<file path="config.mk">
export PLATFORM = sky130hd
export DESIGN_NAME = serial_transmitter_flat
export DESIGN_NICKNAME = d
export VERILOG_FILES = /design/src/rtl/serial_transmitter_if.sv /design/src/rtl/serial_transmitter.sv /design/src/flat_wrapper.sv
export SDC_FILE = /design/constraint.sdc
export NUM_CORES = 1
export LEC_CHECK = 0
export ABC_AREA = 1
export CELL_PAD_IN_SITES_DETAIL_PLACEMENT = 1
export CELL_PAD_IN_SITES_GLOBAL_PLACEMENT = 2
export CORE_ASPECT_RATIO = 1.75
export CORE_MARGIN = 2
export CORE_UTILIZATION = 32
export CTS_BUF_LIST = sky130_fd_sc_hd__clkbuf_2 sky130_fd_sc_hd__clkbuf_4 sky130_fd_sc_hd__clkbuf_8
export CTS_CLUSTER_DIAMETER = 60
export DETAILED_ROUTE_END_ITERATION = 7
export PLACE_DENSITY_LB_ADDON = 0.3
export SYNTH_ARGS = -nofsm -noshare
export SYNTH_HDL_FRONTEND = slang
export SYNTH_SLANG_ARGS = --single-unit
</file>
<file path="constraint.sdc">
create_clock -name clk -period 1.8 [get_ports clk]
set_input_delay 0.36 -clock clk [delete_from_list [all_inputs] [get_ports clk]]
set_output_delay 0.36 -clock clk [all_outputs]
set_load 0.005 [all_outputs]
</file>
<file path="src/rtl/serial_transmitter_if.sv">
// Processor-side bus of the serial transmitter: byte/strobe/enable in, line and status out.
interface serial_transmitter_if #(
  parameter int DATA_WIDTH = 8
);
  logic [DATA_WIDTH-1:0] data_in;
  logic                  load;
  logic                  transmit_enable;
  logic                  data_out;
  logic                  ready;
  logic                  busy;
  logic                  character_sent;

  modport master (
    output data_in, load, transmit_enable,
    input  data_out, ready, busy, character_sent
  );

  modport slave (
    input  data_in, load, transmit_enable,
    output data_out, ready, busy, character_sent
  );
endinterface

</file>
<file path="src/rtl/serial_transmitter.sv">
// Byte serialiser: start bit, DATA_WIDTH bits MSB first, stop bit, with a one-deep holding register.
// Define SERIAL_TX_PARITY_EN to insert an even-parity bit between the data and stop bits.
module serial_transmitter #(
  parameter int CLKS_PER_BIT = 16,
  parameter int DATA_WIDTH   = 8
) (
  input logic                 clk,
  input logic                 rst,
  serial_transmitter_if.slave bus
);
  localparam int CW = (CLKS_PER_BIT > 1) ? $clog2(CLKS_PER_BIT) : 1;
  localparam int BW = (DATA_WIDTH > 1) ? $clog2(DATA_WIDTH) : 1;
  localparam logic [CW-1:0] LAST_CYC = CW'(CLKS_PER_BIT - 1);
  localparam logic [BW-1:0] LAST_BIT = BW'(DATA_WIDTH - 1);

  typedef enum logic [2:0] {
    IDLE,
    START,
    DATA,
`ifdef SERIAL_TX_PARITY_EN
    PARITY,
`endif
    STOP
  } state_t;

  state_t                state_reg, state_next;
  logic [CW-1:0]         cycle_reg, cycle_next;
  logic [BW-1:0]         bit_reg, bit_next;
  logic [DATA_WIDTH-1:0] shift_reg, shift_next;
  logic [DATA_WIDTH-1:0] hold_reg, hold_next;
  logic                  parity_reg, parity_next;
  logic                  ready_reg, ready_next;
  logic                  line_reg, line_next;
  logic                  busy_reg, busy_next;
  logic                  sent_reg, sent_next;
  logic                  bit_done;
  logic                  start_ok;

  always_ff @(posedge clk) begin
    if (rst) begin
      state_reg  <= IDLE;
      cycle_reg  <= '0;
      bit_reg    <= '0;
      shift_reg  <= '0;
      hold_reg   <= '0;
      parity_reg <= 1'b0;
      ready_reg  <= 1'b1;
      line_reg   <= 1'b1;
      busy_reg   <= 1'b0;
      sent_reg   <= 1'b0;
    end else begin
      state_reg  <= state_next;
      cycle_reg  <= cycle_next;
      bit_reg    <= bit_next;
      shift_reg  <= shift_next;
      hold_reg   <= hold_next;
      parity_reg <= parity_next;
      ready_reg  <= ready_next;
      line_reg   <= line_next;
      busy_reg   <= busy_next;
      sent_reg   <= sent_next;
    end
  end

  always_comb begin
    state_next  = state_reg;
    bit_next    = bit_reg;
    shift_next  = shift_reg;
    hold_next   = hold_reg;
    parity_next = parity_reg;
    ready_next  = ready_reg;
    sent_next   = 1'b0;
    bit_done    = (cycle_reg == LAST_CYC);
    // ready_reg low means the holding register carries a byte waiting to go out
    start_ok    = !ready_reg && bus.transmit_enable;
    cycle_next  = (state_reg == IDLE || bit_done) ? '0 : cycle_reg + 1'b1;

    if (bus.load && ready_reg) begin
      hold_next  = bus.data_in;
      ready_next = 1'b0;
    end

    case (state_reg)
      IDLE: begin
        if (start_ok) begin
          shift_next  = hold_reg;
          parity_next = ^hold_reg;
          ready_next  = 1'b1;
          state_next  = START;
        end
      end
      START: begin
        bit_next = '0;
        if (bit_done) state_next = DATA;
      end
      DATA: begin
        if (bit_done) begin
          shift_next = shift_reg << 1;
          if (bit_reg == LAST_BIT) begin
            bit_next = '0;
`ifdef SERIAL_TX_PARITY_EN
            state_next = PARITY;
`else
            state_next = STOP;
`endif
          end else begin
            bit_next = bit_reg + 1'b1;
          end
        end
      end
`ifdef SERIAL_TX_PARITY_EN
      PARITY: begin
        if (bit_done) state_next = STOP;
      end
`endif
      STOP: begin
        if (bit_done) begin
          sent_next = 1'b1;
          // chaining straight into START keeps back-to-back frames gap-free
          if (start_ok) begin
            shift_next  = hold_reg;
            parity_next = ^hold_reg;
            ready_next  = 1'b1;
            state_next  = START;
          end else begin
            state_next = IDLE;
          end
        end
      end
      default: state_next = IDLE;
    endcase

    // line value is derived from the next state so the output stays registered
    case (state_next)
      START:   line_next = 1'b0;
      DATA:    line_next = shift_next[DATA_WIDTH-1];
`ifdef SERIAL_TX_PARITY_EN
      PARITY:  line_next = parity_next;
`endif
      default: line_next = 1'b1;
    endcase
    busy_next = (state_next != IDLE);
  end

  assign bus.data_out       = line_reg;
  assign bus.ready          = ready_reg;
  assign bus.busy           = busy_reg;
  assign bus.character_sent = sent_reg;
endmodule

</file>
<file path="src/flat_wrapper.sv">
// flat-port wrapper written by rule: the top's interface ports become plain ports
module serial_transmitter_flat 
#(
  parameter int CLKS_PER_BIT = 16,
  parameter int DATA_WIDTH   = 8
)
  (clk, rst, bus_data_in, bus_load, bus_transmit_enable, bus_data_out, bus_ready, bus_busy, bus_character_sent);
  serial_transmitter_if #(.DATA_WIDTH(DATA_WIDTH)) bus_i ();
  input logic clk;
  input logic rst;
  input wire logic [$bits(bus_i.data_in)-1:0] bus_data_in;
  input wire logic [$bits(bus_i.load)-1:0] bus_load;
  input wire logic [$bits(bus_i.transmit_enable)-1:0] bus_transmit_enable;
  output wire logic [$bits(bus_i.data_out)-1:0] bus_data_out;
  output wire logic [$bits(bus_i.ready)-1:0] bus_ready;
  output wire logic [$bits(bus_i.busy)-1:0] bus_busy;
  output wire logic [$bits(bus_i.character_sent)-1:0] bus_character_sent;
  assign bus_i.data_in = bus_data_in;
  assign bus_i.load = bus_load;
  assign bus_i.transmit_enable = bus_transmit_enable;
  assign bus_data_out = bus_i.data_out;
  assign bus_ready = bus_i.ready;
  assign bus_busy = bus_i.busy;
  assign bus_character_sent = bus_i.character_sent;
  serial_transmitter #(.CLKS_PER_BIT(CLKS_PER_BIT), .DATA_WIDTH(DATA_WIDTH)) u_core (.clk(clk), .rst(rst), .bus(bus_i));
endmodule
</file>
==> impl_metrics.tcl <==
set metrics [dict create \
    outcome "completed" \
    reg2reg_from "u_core.cycle_reg[0]" \
    post_cts.repair.setup_buffers 0 \
    synthTopCellsByArea "sky130_fd_sc_hd__dfxtp_1 44%, sky130_fd_sc_hd__nand3_1 10%, sky130_fd_sc_hd__nand2_1 9.1%, sky130_fd_sc_hd__nor2_1 8.3%, sky130_fd_sc_hd__inv_1 4.7%" \
    die_w_microns 53.3 \
    cts-buffers-inserted 5 \
    static-leakage-power_nw 0.756 \
    clock-root-buffer "sky130_fd_sc_hd__clkbuf_8" \
    route.detailed.wl_per_inst_microns 12.9 \
    yosys.cell_types.count 26 \
    number_of_global_route_vias_before_repair 1321 \
    hp-class "reg -> reg" \
    biggest_cell_delay_along_the_critical_path_ns 0.36 \
    share_comb_of_total_power_pct 9.3 \
    setup-violations-final 0 \
    detail_route.first_pass.iterations 4 \
    crit_path_max_fanout 7 \
    setup.reg_to_reg.worst_slack_ns 0.24 \
    clkSinkCount 30 \
    power_switching_share_pct 25.0 \
    fin_setup_tns_ns 0 \
    routed_wirelength_mm 3.33 \
    timing.critical_path.to "u_core.shift_reg[6]" \
    vias_per_cell 4.90 \
    fin_crit_ns 1.56 \
    p_sw_mw 0.336 \
    remaining_drc_errors 0 \
    period_share_pct 86.7 \
    detail-route-antenna-nets 0 \
    overflow 0 \
    globalRouteTotalUtil_pct 16.6 \
    area_growth_syn_to_layout_pct 22.4 \
    worst_r2r_path_depth 8 \
    cts_max_path_buffers 2 \
    cp-end-kind "flip-flop" \
    fmax_ghz 0.641 \
    final_core_util_pct 40.5 \
    floorplan.die.height_microns 90.2 \
    std_cell_rows 31 \
    drt_first_iter_violations 17 \
    synthDominantCellAreaShare_pct 44.2 \
    synth.yosys.seq_area_share_pct 44.2 \
    finalClockSkew_ns 0.00842 \
    worstSetupStartpoint "u_core.cycle_reg[0]" \
    data_required_time_at_the_worst_endpoint_ns 2.03 \
    post_cts_resize_count 0 \
    seqPwrFrac_pct 52.7 \
    grt_first_pass_wirelength_mm 5.91 \
    finish.net_count 224 \
    synth.ff_latch_count 30 \
    share_clk_of_total_power_pct 38.1 \
    grt_setup_unrepaired "no" \
    insertedDiodeCount 0 \
    globalplace.congestion 0.831 \
    grt_start_max_net_pins 17 \
    max-cap-violations 0 \
    yosys.area.top_type "sky130_fd_sc_hd__dfxtp_1" \
    timing.critical_path.arrival_ns 1.79 \
    dr_total_vias 1265 \
    drive_above_1_share_pct 11.0 \
    max-vdd-ir-drop_mv 0.386 \
    portBuffers 15 \
    power-per-cell-area_nw_per_um2 808 \
    cts-hold-fix-buffers 0 \
    netlist_area_sq_um 1360 \
    crit-reg2reg-capture "u_core.shift_reg[6]" \
    fin_total_pwr_mw 1.34 \
    initial_core_utilization_pct 33.1 \
    place.detailed.hpwl_mm 2.72 \
    number_of_antenna_violations_at_the_first_check_in_global_routing 0 \
    design.die.area_sq_um 4810 \
    dp_cells 251 \
    worst_skew_pair.late_latency_ns 0.28 \
    worst_setup_path_start_kind "flip-flop" \
    final_max_slew_viol_count 0 \
    yosysWarningCount 0 \
    top_level_ports 16 \
    placeableCoreArea_sq_um 4110 \
    tritoncts_clock_tree "yes" \
    critPathKind "reg -> reg" \
    cts_htree_levels 2 \
    avgSynthCellArea_sq_um 7.31 \
    number_of_standard_cells_after_synthesis 186 \
    crit_path_top_delay_cell "sky130_fd_sc_hd__dfxtp_1" \
    cell_internal_pwr_mw 1.01 \
    cell_chain_of_the_critical_path "ha_1, nand2_2, nor2_4, nand2_1, nand2_1, nand3_1, nand3_1, and2_1" \
    synth_nets 201 \
    finalHoldViolations 0 \
    clock_slew_seen_by_the_registers_of_the_worst_setup_and_hold_paths_ns 0.06 \
    layout.cells.non_filler 258 \
]
[cells by family after synthesis]
group	Yosys count	synth area share, %
xor+xnor	1	0.644
flops	30	44.2
simple gates	108	37.1
compound gates	22	9.20
buf+inv	21	5.89
fa+ha+maj	3	2.76
other cells	1	0.276
[synthesized netlist by cell type, drive strengths merged]
library cell and instances:
nand2 38, nor2 34, dfxtp 30, nand3 28, inv 19, o21ai 11, a21oi 7, and2 5
ha 3, buf 2, a211oi 1, a21boi 1, conb 1, nand4 1, nor3b 1, o211ai 1
o221ai 1, or2 1, xor2 1
[worst max-delay path, delay by kind of cell (launching register included)]
kind / cells / cell delay (ns)
simple gates: 7 / 0.93
flops: 1 / 0.36
fa+ha+maj: 1 / 0.21
[layout make-up]
type / instances / area, sq um
Multi-Input combinational cell: 135 / 679
Inverter: 19 / 71.3
Timing Repair Buffer: 18 / 173
Tap cell: 49 / 61.3
Sequential cell: 30 / 601
Clock buffer: 5 / 68.8
Fill cell: 547 / 2450
Clock inverter: 2 / 10.0
[per-layer routing]
layer,track usage [%],vias up,share of wire (%)
li1,-,647,-
met1,16.0,596,37
met2,30.5,15,58
met3,3.99,7,2.6
met4,7.91,0,2.5
met5,0,-,0
[worst min-delay path by stage]
stage	from	endpoint	slack (ns)	cells past startpoint
after detailed placement	u_core.cycle_reg[0]	u_core.cycle_reg[0]	0.45	1
after floorplan	u_core.cycle_reg[0]	u_core.cycle_reg[0]	0.42	1
final	u_core.cycle_reg[0]	u_core.cycle_reg[0]	0.46	1
after CTS	u_core.cycle_reg[0]	u_core.cycle_reg[0]	0.46	1
after global routing	u_core.bit_reg[1]	u_core.bit_reg[1]	0.49	2
after global placement	u_core.cycle_reg[0]	u_core.cycle_reg[0]	0.43	1
[layout by cell type, fill, tap and decap left out]
cell type                          n
sky130_fd_sc_hd__a211oi_1          1
sky130_fd_sc_hd__a21boi_1          1
sky130_fd_sc_hd__a21oi_1           7
sky130_fd_sc_hd__and2_1            5
sky130_fd_sc_hd__buf_4             3
sky130_fd_sc_hd__clkbuf_8          5
sky130_fd_sc_hd__clkdlybuf4s50_1  15
sky130_fd_sc_hd__clkinv_2          2
sky130_fd_sc_hd__conb_1            1
sky130_fd_sc_hd__dfxtp_1          30
sky130_fd_sc_hd__ha_1              3
sky130_fd_sc_hd__inv_1            17
sky130_fd_sc_hd__inv_2             2
sky130_fd_sc_hd__nand2_1          33
sky130_fd_sc_hd__nand2_2           4
sky130_fd_sc_hd__nand2_4           1
sky130_fd_sc_hd__nand3_1          28
sky130_fd_sc_hd__nand4_1           1
sky130_fd_sc_hd__nor2_1           30
sky130_fd_sc_hd__nor2_2            1
sky130_fd_sc_hd__nor2_4            3
sky130_fd_sc_hd__nor3b_1           1
sky130_fd_sc_hd__o211ai_1          1
sky130_fd_sc_hd__o21ai_0          10
sky130_fd_sc_hd__o21ai_2           1
sky130_fd_sc_hd__o221ai_1          1
sky130_fd_sc_hd__or2_2             1
sky130_fd_sc_hd__xor2_1            1
[through the flow]
| step | worst slack (ns) | hold slack [ns] | area, sq um |
|---|---|---|---|
| final | 0.240 | 0.457 | 1660 |
| after global routing | 0.0426 | 0.487 | 1660 |
| after CTS | 0.200 | 0.463 | 1660 |
| after detailed placement | 0.0901 | 0.448 | 1590 |
| after global placement | 0.138 | 0.430 | 1590 |
| after floorplan | 0.460 | 0.418 | 1360 |
[power by group through the flow]
stage / registers, mW / logic, mW / clock network [mW]
finish: 0.708 / 0.125 / 0.512
floorplan: 0.719 / 0.0713 / 0
global placement: 0.722 / 0.123 / 0
detailed placement: 0.724 / 0.128 / 0
CTS: 0.709 / 0.128 / 0.535
global route: 0.712 / 0.145 / 0.563
(Power assumes the default switching activity.)
